==> src/rtl/dds_frame_parser.sv <==
// UART command-frame decoder: AA 55 CMD LEN PAYLOAD CHK CE.
// Drives DDS trigger settings, forwards AD9910 register writes and answers with ACK/NAK.
module dds_frame_parser #(
    parameter logic [7:0]  HEAD_FREAME_1 = 8'hAA,
    parameter logic [7:0]  HEAD_FREAME_2 = 8'h55,
    parameter logic [7:0]  END_FREAME    = 8'hCE,
    parameter int          MAX_LEN       = 9,
    parameter int          TIMEOUT_CYC   = 500000,
    parameter logic [15:0] TRIG_DEFAULT  = 16'd2000
) (
    input  logic        sys_clk,
    input  logic        sys_rst,
    input  logic [7:0]  rx_data,
    input  logic        rx_valid,
    output logic [15:0] triger_pulse,
    output logic        pulse_position,
    output logic [7:0]  reg_addr,
    output logic [63:0] reg_data,
    output logic [3:0]  reg_len,
    output logic        reg_valid,
    input  logic        reg_ready,
    output logic [7:0]  ack_data,
    output logic        ack_valid,
    output logic        frame_err
);

    localparam int             CNT_W        = $clog2(TIMEOUT_CYC + 1);
    localparam logic [CNT_W-1:0] TIMEOUT_LAST = CNT_W'(TIMEOUT_CYC - 1);
    localparam logic [7:0]     MAX_LEN_B    = 8'(MAX_LEN);
    localparam logic [7:0]     ACK_BYTE     = 8'h06;
    localparam logic [7:0]     NAK_BYTE     = 8'h15;

    typedef enum logic [2:0] {
        IDLE, HEAD2, CMD, LEN, PAYLOAD, CHK, TAIL, EXEC
    } state_t;

    state_t           state;
    logic [3:0]       idx;
    logic [CNT_W-1:0] tmo_cnt;

    logic [7:0]  cmd;
    logic [7:0]  len;
    logic [7:0]  sum;
    logic        chk_bad;
    logic [7:0]  payload [MAX_LEN];
    logic [63:0] reg_data_nxt;
    logic [3:0]  data_cnt;

    wire in_frame = (state != IDLE) && (state != EXEC);
    wire tmo_hit  = in_frame && !rx_valid && (tmo_cnt == TIMEOUT_LAST);

    assign data_cnt = len[3:0] - 4'd1;

    // Register data is left-aligned: payload[1] lands in [63:56], unused bytes are zero.
    always_comb begin
        reg_data_nxt = '0;
        for (int i = 0; i < 8 && i < MAX_LEN - 1; i++) begin
            if (4'(i) < data_cnt)
                reg_data_nxt[63 - 8*i -: 8] = payload[i + 1];
        end
    end

    // Frame contents and running checksum; only meaningful while a frame is in flight.
    always_ff @(posedge sys_clk) begin
        if (rx_valid) begin
            case (state)
                CMD: begin
                    cmd <= rx_data;
                    sum <= rx_data;
                end
                LEN: begin
                    len <= rx_data;
                    sum <= sum + rx_data;
                end
                PAYLOAD: begin
                    payload[idx] <= rx_data;
                    sum          <= sum + rx_data;
                end
                CHK:     chk_bad <= (rx_data != sum);
                default: ;
            endcase
        end
    end

    always_ff @(posedge sys_clk or negedge sys_rst) begin
        if (!sys_rst) begin
            state          <= IDLE;
            idx            <= '0;
            tmo_cnt        <= '0;
            triger_pulse   <= TRIG_DEFAULT;
            pulse_position <= 1'b0;
            reg_addr       <= '0;
            reg_data       <= '0;
            reg_len        <= '0;
            reg_valid      <= 1'b0;
            ack_data       <= '0;
            ack_valid      <= 1'b0;
            frame_err      <= 1'b0;
        end else begin
            ack_valid <= 1'b0;
            frame_err <= 1'b0;

            if (!in_frame || rx_valid)
                tmo_cnt <= '0;
            else
                tmo_cnt <= tmo_cnt + 1'b1;

            if (tmo_hit) begin
                frame_err <= 1'b1;
                state     <= IDLE;
            end else begin
                case (state)
                    IDLE: if (rx_valid && rx_data == HEAD_FREAME_1) state <= HEAD2;
                    HEAD2: begin
                        if (rx_valid) begin
                            if (rx_data == HEAD_FREAME_2)
                                state <= CMD;
                            else if (rx_data != HEAD_FREAME_1)
                                state <= IDLE;
                        end
                    end
                    CMD: if (rx_valid) state <= LEN;
                    LEN: begin
                        if (rx_valid) begin
                            idx <= '0;
                            if (rx_data > MAX_LEN_B) begin
                                ack_data  <= NAK_BYTE;
                                ack_valid <= 1'b1;
                                frame_err <= 1'b1;
                                state     <= IDLE;
                            end else if (rx_data == 8'd0) begin
                                state <= CHK;
                            end else begin
                                state <= PAYLOAD;
                            end
                        end
                    end
                    PAYLOAD: begin
                        if (rx_valid) begin
                            idx <= idx + 4'd1;
                            if (idx == data_cnt)
                                state <= CHK;
                        end
                    end
                    CHK: if (rx_valid) state <= TAIL;
                    TAIL: begin
                        if (rx_valid) begin
                            state <= IDLE;
                            if (rx_data != END_FREAME || chk_bad) begin
                                ack_data  <= NAK_BYTE;
                                ack_valid <= 1'b1;
                                frame_err <= 1'b1;
                            end else begin
                                case (cmd)
                                    8'h01: begin
                                        if (len == 8'd2) begin
                                            triger_pulse <= {payload[0], payload[1]};
                                            ack_data     <= ACK_BYTE;
                                            ack_valid    <= 1'b1;
                                        end else begin
                                            ack_data  <= NAK_BYTE;
                                            ack_valid <= 1'b1;
                                            frame_err <= 1'b1;
                                        end
                                    end
                                    8'h02: begin
                                        if (len == 8'd1) begin
                                            pulse_position <= payload[0][0];
                                            ack_data       <= ACK_BYTE;
                                            ack_valid      <= 1'b1;
                                        end else begin
                                            ack_data  <= NAK_BYTE;
                                            ack_valid <= 1'b1;
                                            frame_err <= 1'b1;
                                        end
                                    end
                                    8'h10: begin
                                        if (len >= 8'd2) begin
                                            reg_addr  <= payload[0];
                                            reg_data  <= reg_data_nxt;
                                            reg_len   <= data_cnt;
                                            reg_valid <= 1'b1;
                                            state     <= EXEC;
                                        end else begin
                                            ack_data  <= NAK_BYTE;
                                            ack_valid <= 1'b1;
                                            frame_err <= 1'b1;
                                        end
                                    end
                                    default: begin
                                        ack_data  <= NAK_BYTE;
                                        ack_valid <= 1'b1;
                                        frame_err <= 1'b1;
                                    end
                                endcase
                            end
                        end
                    end
                    EXEC: begin
                        // Bytes arriving while the SPI engine is busy are ignored.
                        if (reg_valid && reg_ready) begin
                            reg_valid <= 1'b0;
                            ack_data  <= ACK_BYTE;
                            ack_valid <= 1'b1;
                            state     <= IDLE;
                        end
                    end
                    default: state <= IDLE;
                endcase
            end
        end
    end

endmodule

==> config.mk <==
export PLATFORM = sky130hd
export DESIGN_NAME = dds_frame_parser
export DESIGN_NICKNAME = d
export VERILOG_FILES = /design/src/rtl/dds_frame_parser.sv
export SDC_FILE = /design/constraint.sdc
export NUM_CORES = 1
export LEC_CHECK = 0
export CAP_MARGIN = 15
export CORE_ASPECT_RATIO = 0.6
export CORE_MARGIN = 2
export CORE_UTILIZATION = 30
export DETAILED_ROUTE_END_ITERATION = 6
export GPL_ROUTABILITY_DRIVEN = 0
export GPL_TIMING_DRIVEN = 0
export HOLD_SLACK_MARGIN = 0.12
export MAX_ROUTING_LAYER = met4
export PLACE_DENSITY = 0.6
export SLEW_MARGIN = 10
export SYNTH_ARGS = -nofsm -noshare
export SYNTH_HDL_FRONTEND = slang
export SYNTH_SLANG_ARGS = --single-unit
==> constraint.sdc <==
create_clock -name sys_clk -period 3.05 [get_ports sys_clk]
set_input_delay 0.305 -clock sys_clk [delete_from_list [all_inputs] [get_ports sys_clk]]
set_output_delay 0.305 -clock sys_clk [all_outputs]
set_load 0.05 [all_outputs]
==> After elaboration in Yosys (flattened, before gate mapping) <==
Memory sizes are Yosys's and may differ from the RTL's.
Index checks and enable logic that the tools add are counted.
{ "word_totals": {"word_cells": 166, "register_bits": 155, "n_memories": 1, "mem_bits_rw": 72, "latchBits": 0, "rom_bits": 0, "out_inout_bits": 104} }
{ "op_classes": {"order_cmp": 10, "n_addsub": 4, "n_mul": 0, "n_eq_ne": 39, "n_mux": 66, "n_reduce_logical": 28, "n_div": 0, "bitwise_logic": 2, "shift": 0} }
{ "memory_table": {"columns": ["memory", "depth", "word_bits", "rd", "rd_ports_with_merged_regs", "write_ports", "line", "text"], "rows": [
  ["payload", 9, 8, 9, 0, 1, "45", "logic [7:0] payload [MAX_LEN];"]
]} }
{ "ops": {"columns": ["cell", "count"], "rows": [
  ["$mux 8", 14],
  ["$mux 3", 16],
  ["$pmux 8 s3", 2],
  ["$ne 3x3->1 const B", 10],
  ["$pmux 3 s8", 1],
  ["$mux 1", 22],
  ["$add 19x1->19 const B", 1],
  ["$eq 19x19->1 const B", 1],
  ["$mux 19", 1],
  ["$reduce_and 6->1", 3],
  ["$eq 8x1->1 const B", 2],
  ["$eq 8x2->1 const B", 2],
  ["$lt 3x4->1 const A", 4],
  ["$ne 2x2->1 const B", 8],
  ["$ne 8x8->1 const B", 2],
  ["$pmux 8 s2", 1],
  ["$reduce_and 7->1", 2],
  ["$eq 3x3->1 const B", 4],
  ["$mux 5", 2],
  ["$reduce_and 10->1", 1],
  ["$add 8x8->8", 1],
  ["$eq 8x5->1 const B", 1],
  ["$eq 8x7->1 const B", 1],
  ["$eq 8x8->1 const B", 1],
  ["other kinds (26)", 46]
]} }

==> Longest topological paths before layout <==
Gate-level depths: netlist (run 1).
{ "depth": {"depth_word": 7, "mapped_depth": 11, "depth_no_buf": 9} }

==> Least setup slack after synthesis (run 1) <==
OpenSTA, ideal clock, no wires.
{ "synth_path": {"path_type": "reg2reg", "start": "register cmd[7]", "end": "register reg_addr[0], read port of payload", "setup_slack_ps": 313, "stages_incl_launch_ff": 8, "required_ps": 2925, "t_arrival_ps": 2612, "setup_ps": 125, "path_cell_list": "edfxtp_1 > or4_1 > or4_4 > or4b_4 > or2_1 > buf_6 > buf_8 > mux2_4"} }
{ "synth_via": {"elab_chain_cells": 2} }
{ "synth_rtl": {"columns": ["item", "line", "text"], "rows": [
  ["start: declaration", "41", "logic [7:0] cmd;"],
  ["start signal: assignment", "68", "cmd <= rx_data;"],
  ["$eq 8x5->1", "154", "case (cmd)"],
  ["$reduce_and 6->1 (no source line)", null, null],
  ["end: declaration", "17", "output logic [7:0] reg_addr,"]
]} }
No other way between the ends.
A chain may end at the register's enable or synchronous reset.

==> Worst setup path in the final report (run 1) <==
{ "layout_path": {"start": "register cmd[7]", "end": "register reg_data[14]"} }
{ "layout_via": {"elab_chain_cells": 2} }
{ "layout_rtl": {"columns": ["item", "line", "text"], "rows": [
  ["$eq 8x5->1", "154", null],
  ["$reduce_and 6->1 (no source line)", null, null],
  ["end signal: assignment", "180", "reg_data <= reg_data_nxt;"],
  ["end: declaration", "18", "output logic [63:0] reg_data,"]
]} }
No other way between the ends.

==> run metrics, run 1 <==
Tcrit/Tclk final=96.16%; clock-pin slew on the worst setup and hold paths=60 ps; setup tns final=0 ps; fin. max-slew vios=0; Worst Path Required=3430 ps; Static Leakage=4.608 nW; clock sinks=222; Ys Warns=0; post-synthesis register bit count=222; fmax=0.3410 GHz; Final setup viols=0; CTS max path bufs=3; outcome=complete, no violations; largest net degree at the start of global routing=65; Setup crit end=reg_data[14]; first-pass GRT wire length=36800 µm; drc violations=0; Crit Path Class=reg2reg; CP Capture Type=flop; worst skew pair latency=520 ps; unrepaired setup endpoints after global routing=false; Cell Pwr Density=573.4 nW/µm²; post-detail-place hpwl=15820 µm; Post-DRT Antenna Nets=0; worst reg2reg endpoint=reg_data[14]; sequential-to-total area share from yosys stat=66.09%; final core utilization=38.40%; most common flop cell mapped by yosys=dfrtp_1; top cells by count, synth=160 x nand2_1, 119 x dfrtp_1, 97 x edfxtp_1, 61 x o21ai_0, 33 x nor2_1; 1st-iter DRT viols=433; layout cell share with drive strength beyond 1=10.18%; row count=49; min-delay worst type=in2async; core area=29980 µm²; worst vdd ir=0.3650 mV; drt pass-1 iters=4; initial antenna violation count=0; skew final=14.96 ps; Fill cells=2889; GRT Util Overall=15.34%; via count of the routed design=6186; CP max FO=10; post-synth top area share=32.54%; diode count=0; startpoint types=flop; ys async rst share=56.31%; Avg Synthesized Cell Area=12.06 µm²; most common cell in the synthesized netlist=nand2_1; clk root buf=clkbuf_16; largest cells by area after synthesis=dfrtp_1 33%, edfxtp_1 32%, nand2_1 6.6%; Starting Density=30.52%; vias in the first global route=6039; die area=31960 µm²; Synth-to-Final Area Change=25.80%; reg2reg start=cmd[7]; Yosys top cell by area=dfrtp_1; Post-synth EDFFs=97; cts bufs inserted=22; vias per cell=4.679; final WL=23630 µm; WL/cell=17.88 µm; H-tree depth=1; Max-Cap Viols=0; Slew @ Worst Pin=1021 ps; Distinct cells, synth=56; CTS tree=yes; Ports=116; Critical Path AT=3310 ps; grt ovf=0; die height=139.3 µm; Final Hold Viols=0; Die Width=229.5 µm; Syn Inst Count=759; Reg2Reg Depth=8; Post-Syn Area=9151 µm²; Max transition margin=31.95%; Port-buffer cells=110; R2R setup slack=120 ps; Total Nets Final=926; post-layout min period=2933 ps; critical path startpoint=cmd[7]
area by class of cell:
cell class	instances	area (µm²)	share of cell area (%)
plain buffers	36	224.0	1.945
clock buffers	32	598.1	5.195
clock inverters	8	78.83	0.6847
inverters	15	56.30	0.4891
multi-input cells	489	2856	24.81
flip-flops and latches	222	6048	52.54
well taps	408	510.5	4.434
repair buffers	112	1140	9.901
where the power goes:
group	internal, mW	switching [mW]
logic	0.229	0.506
clock network	1.46	1.15
registers	3.21	0.0451
critical path, cell delays in order, from the launching register on:
cell and delay, ps:
edfxtp_1 380, or4_1 520, or4_4 460, or4b_4 550, or2_4 270, buf_6 160
clkbuf_1 240, nand2_1 120, o21ai_0 100
registers in the layout, indices dropped and copies added (netlist names):
| name | count |
|---|---|
| len | 8 |
| triger_pulse | 16 |
| reg_valid | 1 |
| state | 3 |
| payload | 72 |
| chk_bad | 1 |
| pulse_position | 1 |
| reg_data | 64 |
| sum | 8 |
| reg_addr | 8 |
| tmo_cnt | 19 |
| frame_err | 1 |
| ack_valid | 1 |
| idx | 4 |
| reg_len | 4 |
| cmd | 8 |
| ack_data | 3 |
worst min-delay path by stage:
stage                           from            to  slack (ps)  cells after the start
after floorplan              sys_rst   ack_data[0]           9                      0
after global placement    tmo_cnt[0]    tmo_cnt[0]         440                      1
after detailed placement     sys_rst  reg_data[19]         350                      1
after CTS                   rx_valid        idx[0]         320                      3
after global routing         sys_rst  reg_data[19]         410                      2
final                        sys_rst  reg_data[19]         350                      2
repair_timing:
action,in CTS,in global routing
setup buffers,0,0
gates resized for setup,18,9
setup endpoints to repair,98,88
hold endpoints to repair,63,0
hold buffers,1,0
pin swaps,0,0
logic make-up (layout without fill, tap and decap cells):
family,count (synthesis),after routing,synth area share [%]
fa+ha+maj,16,16,2.270
other cells,1,4,0.04098
flops,222,222,66.09
compound gates,130,130,8.026
buf+inv,51,203,3.022
simple gates,288,288,14.66
xor+xnor,26,26,2.488
mux,25,25,3.404
per-stage QoR:
stage	setup slack, ps	power, mW	cells	hold WS (ps)	instance area [µm²]
floorplan	313.2	3.781	762	9.409	9163
global placement	-3616	4.036	1280	441.7	10770
detailed placement	-1220	4.051	1281	349.3	10800
CTS	19.06	6.679	1322	321.6	11490
global route	12.13	6.884	1322	405.8	11510
finish	117.2	6.601	1322	354.7	11510
layout by cell type, fill, tap and decap left out, types with 6 or more instances in the layout:
cell type,n
edfxtp_1,97
or3_1,7
xnor2_1,11
o21ai_0,61
a21oi_1,14
xor2_1,15
and2_1,13
mux2_4,8
dfstp_2,6
nand2_1,160
nor4_1,9
nor2_1,33
buf_6,8
clkbuf_16,22
clkdlybuf4s50_1,101
ha_1,15
nand3_1,14
dfrtp_1,119
nand4_1,6
inv_1,15
mux2_2,17
o21ai_1,25
nor3_1,10
nand2b_1,6
clkbuf_1,28
layer usage:
| metal | GRT usage (%) | vias up | wire length, µm |
|---|---|---|---|
| met4 | 2.256 | 0 | 292 |
| met2 | 19.89 | 166 | 9350 |
| met5 | - | - | 0 |
| li1 | - | 2947 | - |
| met3 | 3.648 | 24 | 1364 |
| met1 | 24.15 | 3049 | 12630 |
No activity file was read; power rests on OpenSTA's default activity.
==> inputs of run 2 (changes only) <==
- CORE_MARGIN: 2 -> not set
==> run metrics, run 2 (synthesized netlist as in run 1, its figures left out) <==
Post-DRT Antenna Nets=0; Reg2Reg Depth=7; crit-path cells=or4_1 > or4_4 > or4b_4 > or2_4 > buf_6 > buf_8 > mux2_4; fmax=0.3415 GHz; skew final=8.133 ps; CP max FO=10; final WL=23820 µm; Cell Pwr Density=580.0 nW/µm²; clock sinks=222; core area=29980 µm²; critical path's largest stage delay=550 ps; row count=49; PnR worst setup slack=121.5 ps; WL/cell=18.02 µm; Setup crit end=reg_addr[1]; Top Registers=payload: 72 flops, reg_data: 64 flops, tmo_cnt: 19 flops; worst vdd ir=0.3513 mV; Total Nets Final=926; initial antenna violation count=0; final instance area=11550 µm²; Static Leakage=4.638 nW; 1st-iter DRT viols=355; WP buf/inv=2; Starting Density=30.52%; CP delay by family, top=simple AND/OR/NAND/NOR gates; worst reg2reg endpoint=reg_addr[1]; Worst Path Required=3450 ps; largest net degree at the start of global routing=65; Synth-to-Final Area Change=26.22%; startpoint types=flop; CP Capture Type=flop; CTS max path bufs=3; critical path startpoint=cmd[7]; reg2reg start=cmd[7]; die height=137.3 µm; worst skew pair latency=520 ps; Ports=116; die area=31230 µm²; Post-DP Area=10800 µm²; Final setup viols=0; fin. max-slew vios=0; cts bufs inserted=22; Slew @ Worst Pin=972.5 ps; clock-pin slew on the worst setup and hold paths=60 ps; first-pass GRT wire length=36320 µm; Max-Cap Viols=0; unrepaired setup endpoints after global routing=false; drc violations=0; H-tree depth=1; R2R setup slack=120 ps; commonest non-fill, non-tap cell in the layout=nand2_1; outcome=complete, no violations; Biggest register=payload; Crit Path Class=reg2reg; Port-buffer cells=110; vias in the first global route=6047; CTS tree=yes; GRT Util Overall=16.05%; Die Width=227.5 µm; Worst path depth=7; Post-CTS Setup Repair Bufs=0; clk root buf=clkbuf_16; Largest register FFs=72; vias per cell=4.692; post-detail-place hpwl=15940 µm; post-layout min period=2929 ps; grt ovf=0; Final Hold Viols=0; layout cell share with drive strength beyond 1=10.28%; diode count=0; via count of the routed design=6203; dpl ws=-1192 ps; Tcrit/Tclk final=96.02%; Critical Path AT=3330 ps; commonest cells after routing, fill and taps aside=160 x nand2_1, 119 x dfrtp_1, 101 x clkdlybuf4s50_1; Slowest-stage cell, CP=or4b_4; Max transition margin=35.17%; drt pass-1 iters=4; min-delay worst type=in2async
-- run 2: where the power goes --
group	internal [mW]	switching (mW)	total (mW)	leakage [nW]
Combinational	0.229	0.505	0.734	1.70
Clock	1.55	1.16	2.71	0.355
Sequential	3.21	0.0463	3.26	2.59
-- run 2: what timing repair did --
action | in CTS | in global routing
pin swaps | 0 | 0
resized for setup | 19 | 7
hold endpoints to repair | 59 | 0
setup endpoints to repair | 98 | 30
hold buffers | 1 | 0
-- run 2: routing by layer --
metal / wire [µm] / vias up / global-route usage (%)
met5: 0 / - / -
met4: 323 / 0 / 2.685
met3: 1352 / 29 / 3.732
met2: 9806 / 162 / 21.63
met1: 12340 / 3074 / 24.36
li1: - / 2938 / -
-- run 2: cell type report --
| cell class | count | area (µm²) |
|---|---|---|
| Clock inverter | 5 | 26.28 |
| Multi-Input combinational cell | 489 | 2850 |
| Tap cell | 408 | 510.5 |
| Clock buffer | 35 | 690.7 |
| Fill cell | 2902 | 18430 |
| Sequential cell | 222 | 6048 |
| Buffer | 36 | 225.2 |
| Inverter | 15 | 56.30 |
| Timing Repair Buffer | 112 | 1144 |
-- run 2: through the flow --
step                setup TNS, ps  power [mW]  hold slack, ps  utilization (%)  std cells
floorplan                       0       3.781           9.409                -        762
global placement          -550420       4.035           443.2            35.94       1280
detailed placement        -106550       4.050           341.2            36.03       1281
CTS                             0       6.773           336.2            38.48       1322
global route                    0       6.998           389.1            38.53       1322
finish                          0       6.699           349.1            38.53       1322
-- run 2: how the worst min path moves through the flow --
stage / startpoint / end / slack, ps / cells after the start
after floorplan: sys_rst / ack_data[0] / 9 / 0
after global placement: tmo_cnt[0] / tmo_cnt[0] / 440 / 1
after detailed placement: sys_rst / reg_data[20] / 340 / 1
after CTS: rx_valid / idx[0] / 340 / 3
after global routing: sys_rst / reg_data[20] / 390 / 2
final: sys_rst / reg_data[20] / 350 / 2
==> RTL edit 1 (settings of run 2) <==
`TIMEOUT_CYC`: 500000 -> 1000000.
--- a/src/rtl/dds_frame_parser.sv
+++ b/src/rtl/dds_frame_parser.sv
@@ -6,5 +6,5 @@
     parameter logic [7:0]  END_FREAME    = 8'hCE,
     parameter int          MAX_LEN       = 9,
-    parameter int          TIMEOUT_CYC   = 500000,
+    parameter int          TIMEOUT_CYC   = 1000000,
     parameter logic [15:0] TRIG_DEFAULT  = 16'd2000
 ) (
Check against the original RTL: no difference found for any inputs over 4 cycles, from zero or initial values and one cycle with sys_rst low; that may be too few to reach the edited logic, so the function may still have changed.
==> RTL edit 1 against run 2 <==
  * Area after synthesis rose by 0.49%
  * Final area is 0.68% higher
  * Setup slack better by 0.061 ns
  * Routed wire length shrank 6.2%
  * Synthesized cell count down 0.26%
  * Sequential cell count grew 1
  * Maximum frequency grew 2.1%
Power is not compared: it rests on default switching activity, and its combinational part moved more than twofold at a synthesized area within 25%.
==> RTL edit 1: results (changes against run 2) <==
first-pass GRT wire length: 35100 µm (-3.2%)
vias in the first global route: 5873 (-2.9%)
Tot GR Track Use: 14.9% (-1.2 points)
Sink Count: 223 (+0.45%)
via count: 6067 (-2.2%)
worst slew pin tran: 1.11 ns (+0.133 ns)
largest net degree at the start of global routing: 78 (+20%)
DP HPWL: 15100 µm (-5.3%)
Max stage delay cell, worst path: clkdlybuf4s50_1
Clock Network Area Fraction: 6.36% (+0.15 points)
status: finished clean
post-cts resize count: 1 (-18)
Multi-In Gates: 490 (+0.20%)
placed insts: 1280 (-0.078%)
diodes inserted: 3 (+3)
worst endpoint data arrival time: 3.24 ns (-0.09 ns)
Port Buffers: 111 (+0.91%)
biggest registers after layout: payload x72, reg_data x64, tmo_cnt x20
Yosys cell types: 63 (+13%)
Post-synth ARST share: 56.5% (+0.20 points)
Non-Clock Buffer Area Fraction: 11.7% (-0.13 points)
DR vias/cell: 4.58 (-2.4%)
Critical Path Fanout Max: 17 (+7)
met2 usage: 20.5% (-1.2 points)
Syn Inst Count: 757 (-0.26%)
met3 Usage GRT: 3.52% (-0.21 points)
Placed Instance Area: 10900 µm² (+0.51%)
fill count: 2877 (-0.86%)
top post-synthesis cells by count: nand2_1 (164), dfrtp_1 (120), edfxtp_1 (97)
met1 Use GR: 21.9% (-2.4 points)
synth top area cells: dfrtp_1 (33%), edfxtp_1 (32%), nand2_1 (6.7%)
skew final: 0.0216 ns (+0.0135 ns)
sequential share of cell area: 52.2% (-0.14 points)
Non-Clock Buffer Count: 146 (-1.4%)
Seq/Total Area, Yosys: 66.0% (about the same)
area of the multi-input gates: 2880 µm² (+1.1%)
CP max stage delay: 0.92 ns (+0.37 ns)
RTL edit 1: power breakdown:
part | internal (W) | switching [W]
combinational | 0.000106 | 0.000245
sequential | 0.00316 | 0.0000202
clock | 0.00166 | 0.00116
total | 0.00493 | 0.00143
RTL edit 1: through the flow:
stage / worst slack (ns) / hold WS (ns) / utilization [%]
global route: 0.0870 / 0.375 / 38.7
CTS: 0.0648 / 0.333 / 38.6
global placement: -3.61 / 0.439 / 36.0
floorplan: 0.823 / 0.00941 / -
detailed placement: -0.570 / 0.292 / 36.1
finish: 0.182 / 0.330 / 38.7
RTL edit 1: metal layers:
layer  up-vias  part of all wire, %  wire (µm)
met2       153                   40       9020
met1      2958                   52      11600
li1       2925                    -          -
met5         -                    0          0
met4         0                  1.8        413
met3        31                  6.0       1330
RTL edit 1: cells by family (layout without fill, tap and decap cells):
group           after synthesis  count (layout)  share of synthesized area (%)
simple gates                296             296                           15.0
flops                       223             223                           66.0
compound gates              114             114                           7.02
buf+inv                      47             201                           2.82
xor+xnor                     32              32                           3.05
mux                          28              28                           3.74
fa+ha+maj                    16              16                           2.26
other cells                   1               7                         0.0408
RTL edit 1: worst paths after layout:
kind	from	end	slack, ns	cells past startpoint
max in group asynchronous	sys_rst	triger_pulse[8]	1.92	3
worst min register to register	tmo_cnt[0]	tmo_cnt[0]	0.45	1
worst max-delay path	rx_data[5]	reg_len[0]	0.18	8
worst min-delay path	sys_rst	reg_data[24]	0.33	2
worst max register to register	len[0]	reg_data[57]	0.47	8
min in group sys_clk	tmo_cnt[0]	tmo_cnt[0]	0.45	1
RTL edit 1: worst reg2reg max path: stages, from the launching register on:
cell	delay, ns
edfxtp_1	0.53
inv_1	0.12
ha_1	0.22
or4_1	0.41
o21ai_1	0.18
or4_1	0.13
buf_4	0.20
clkbuf_1	0.50
o21ai_1	0.15
==> RTL edit 2 (settings of run 2) <==
Without the edit above. The 8 states of `state_t` get a one-hot encoding in 8 bits.
--- a/src/rtl/dds_frame_parser.sv
+++ b/src/rtl/dds_frame_parser.sv
@@ -31,6 +31,6 @@
     localparam logic [7:0]     NAK_BYTE     = 8'h15;
 
-    typedef enum logic [2:0] {
-        IDLE, HEAD2, CMD, LEN, PAYLOAD, CHK, TAIL, EXEC
+    typedef enum logic [7:0] {
+        IDLE = 8'b00000001, HEAD2 = 8'b00000010, CMD = 8'b00000100, LEN = 8'b00001000, PAYLOAD = 8'b00010000, CHK = 8'b00100000, TAIL = 8'b01000000, EXEC = 8'b10000000
     } state_t;
 
Behaviour: no difference found for any inputs over 4 cycles, from zero or initial values and one cycle with sys_rst low; so few cycles prove little.
==> RTL edit 2 against run 2 <==
  * Final area rose by 3.0%
  * Routed wire length rose by 1.7%
  * Setup slack improved by 0.023 ns
  * Area after synthesis rose by 3.5%
  * Sequential share of layout area fell by 0.45 points
  * Sequential cell count rose by 5
  * Critical path type unchanged
  * Largest cell class unchanged
  * Highest routed layer unchanged
Power is not compared: it rests on default switching activity, and its combinational part moved more than twofold at a synthesized area within 25%.
==> RTL edit 2: results (changes against run 2) <==
status: finished clean
Initial DRC Count: 465 (+31%)
layout cells sized above 1: 10.1% (-0.20 points)
Synth Area in Compound Gates: 3.90% (-4.1 points)
reg-to-reg slack, setup: 0.14 ns (+0.02 ns)
WL per Instance: 17.6 µm (-2.6%)
Port Buffers: 111 (+0.91%)
top post-synthesis cells by count: nand2_1 (177), dfrtp_1 (123), edfxtp_1 (97)
DR vias/cell: 4.77 (+1.7%)
first-pass GRT wire length: 38300 µm (+5.4%)
via count: 6588 (+6.2%)
Rel. slew slack: 22.0% (-13 points)
Tot GR Track Use: 15.9% (-0.15 points)
Yosys cell types: 62 (+11%)
nets: 984 (+6.3%)
met3 Usage GRT: 3.32% (-0.41 points)
DR pass1 iterations: 5 (+1)
fill count: 2945 (+1.5%)
skew final: 0.0126 ns (+0.00444 ns)
Post-synth ARST share: 57.3% (+0.96 points)
Synth Area in Adders: 2.19% (-0.076 points)
CP max stage delay: 0.57 ns (+0.02 ns)
DP HPWL: 16600 µm (+4.4%)
XOR/XNOR share of the synthesized area: 3.47% (+0.99 points)
Hold WS: 0.376 ns (+0.0268 ns)
largest net degree at the start of global routing: 87 (+34%)
Seq/Total Area, Yosys: 65.2% (-0.89 points)
Lkg Pwr: 5.08 nW
post-cts resize count: 11 (-8)
setup bufs post-CTS: 1 (+1)
Critical Path Start: cmd[2]
worst hold path class: input pin to asynchronous set/reset pin
R2R depth: 9 (+2)
placed insts: 1337 (+4.4%)
proportion of synthesized area in mux cells: 2.25% (-1.2 points)
Met1 Wirelength: 12300 µm (about the same)
met2 usage: 21.6% (about the same)
vias in the first global route: 6408 (+6.0%)
synth top area cells: dfrtp_1 (33%), edfxtp_1 (31%), nand2_1 (7.0%)
Max stage delay cell, worst path: or4_4
met2 WL post-DR: 10100 µm (+2.7%)
worst endpoint data arrival time: 3.31 ns (-0.02 ns)
Met3 Wirelength: 1520 µm (+12%)
met1 Use GR: 24.3% (-0.053 points)
reg2reg end: reg_addr[6]
Syn Inst Count: 812 (+7.0%)
## RTL edit 2: cell types whose count changed after synthesis, moves of 4 or more
cell / delta
o21ai_0: -45
xor2_1: +12
o21ai_1: -20
nor2_1: +11
nor3_1: +4
nand3_1: +68
nand2_1: +17
dfrtp_1: +4
mux2_4: -8
## RTL edit 2: worst register-to-register path, stage by stage, from the launching register on
cell	delay [ns]
edfxtp_1	0.36
or4_4	0.57
or2_1	0.26
or4_4	0.56
or3_1	0.37
clkbuf_1	0.20
buf_6	0.20
buf_6	0.16
nand2_1	0.08
nand2_1	0.05
## RTL edit 2: power by group through the flow
stage	registers, W	clock network (W)	logic (W)
5_1_grt	0.00321	0.00278	0.000301
3_3_place_gp	0.00327	0	0.000259
6_report	0.00321	0.00258	0.000271
3_5_place_dp	0.00327	0	0.000270
2_1_floorplan	0.00327	0	0.000133
4_1_cts	0.00321	0.00265	0.000268
## RTL edit 2: per-stage QoR
step	total power [W]	area [µm²]	setup TNS, ns	setup slack, ns
3_3_place_gp	0.00353	11100	-546.00	-3.82
2_1_floorplan	0.00340	9480	0	0.475
5_1_grt	0.00629	11900	0	0.00315
6_report	0.00606	11900	0	0.144
4_1_cts	0.00613	11900	0	0.0603
3_5_place_dp	0.00354	11200	-62.03	-0.952
## RTL edit 2: layout make-up
class	count	area (µm²)	area share (%)
plain buffers	36	204	1.71
inverters	14	52.6	0.442
repair buffers	118	1210	10.2
clock buffers	26	587	4.93
well taps	408	510	4.29
flip-flops and latches	227	6170	51.9
multi-input cells	537	3070	25.8
clock inverters	14	86.3	0.726
## RTL edit 2: logic make-up after synthesis
kind of cell,Yosys count
adder cells (fa/ha/maj),16
buffers and inverters,51
other,1
AND/OR/NAND/NOR,402
XOR/XNOR,36
flip-flops,227
AO/OA/AOI/OAI,60
multiplexers,19
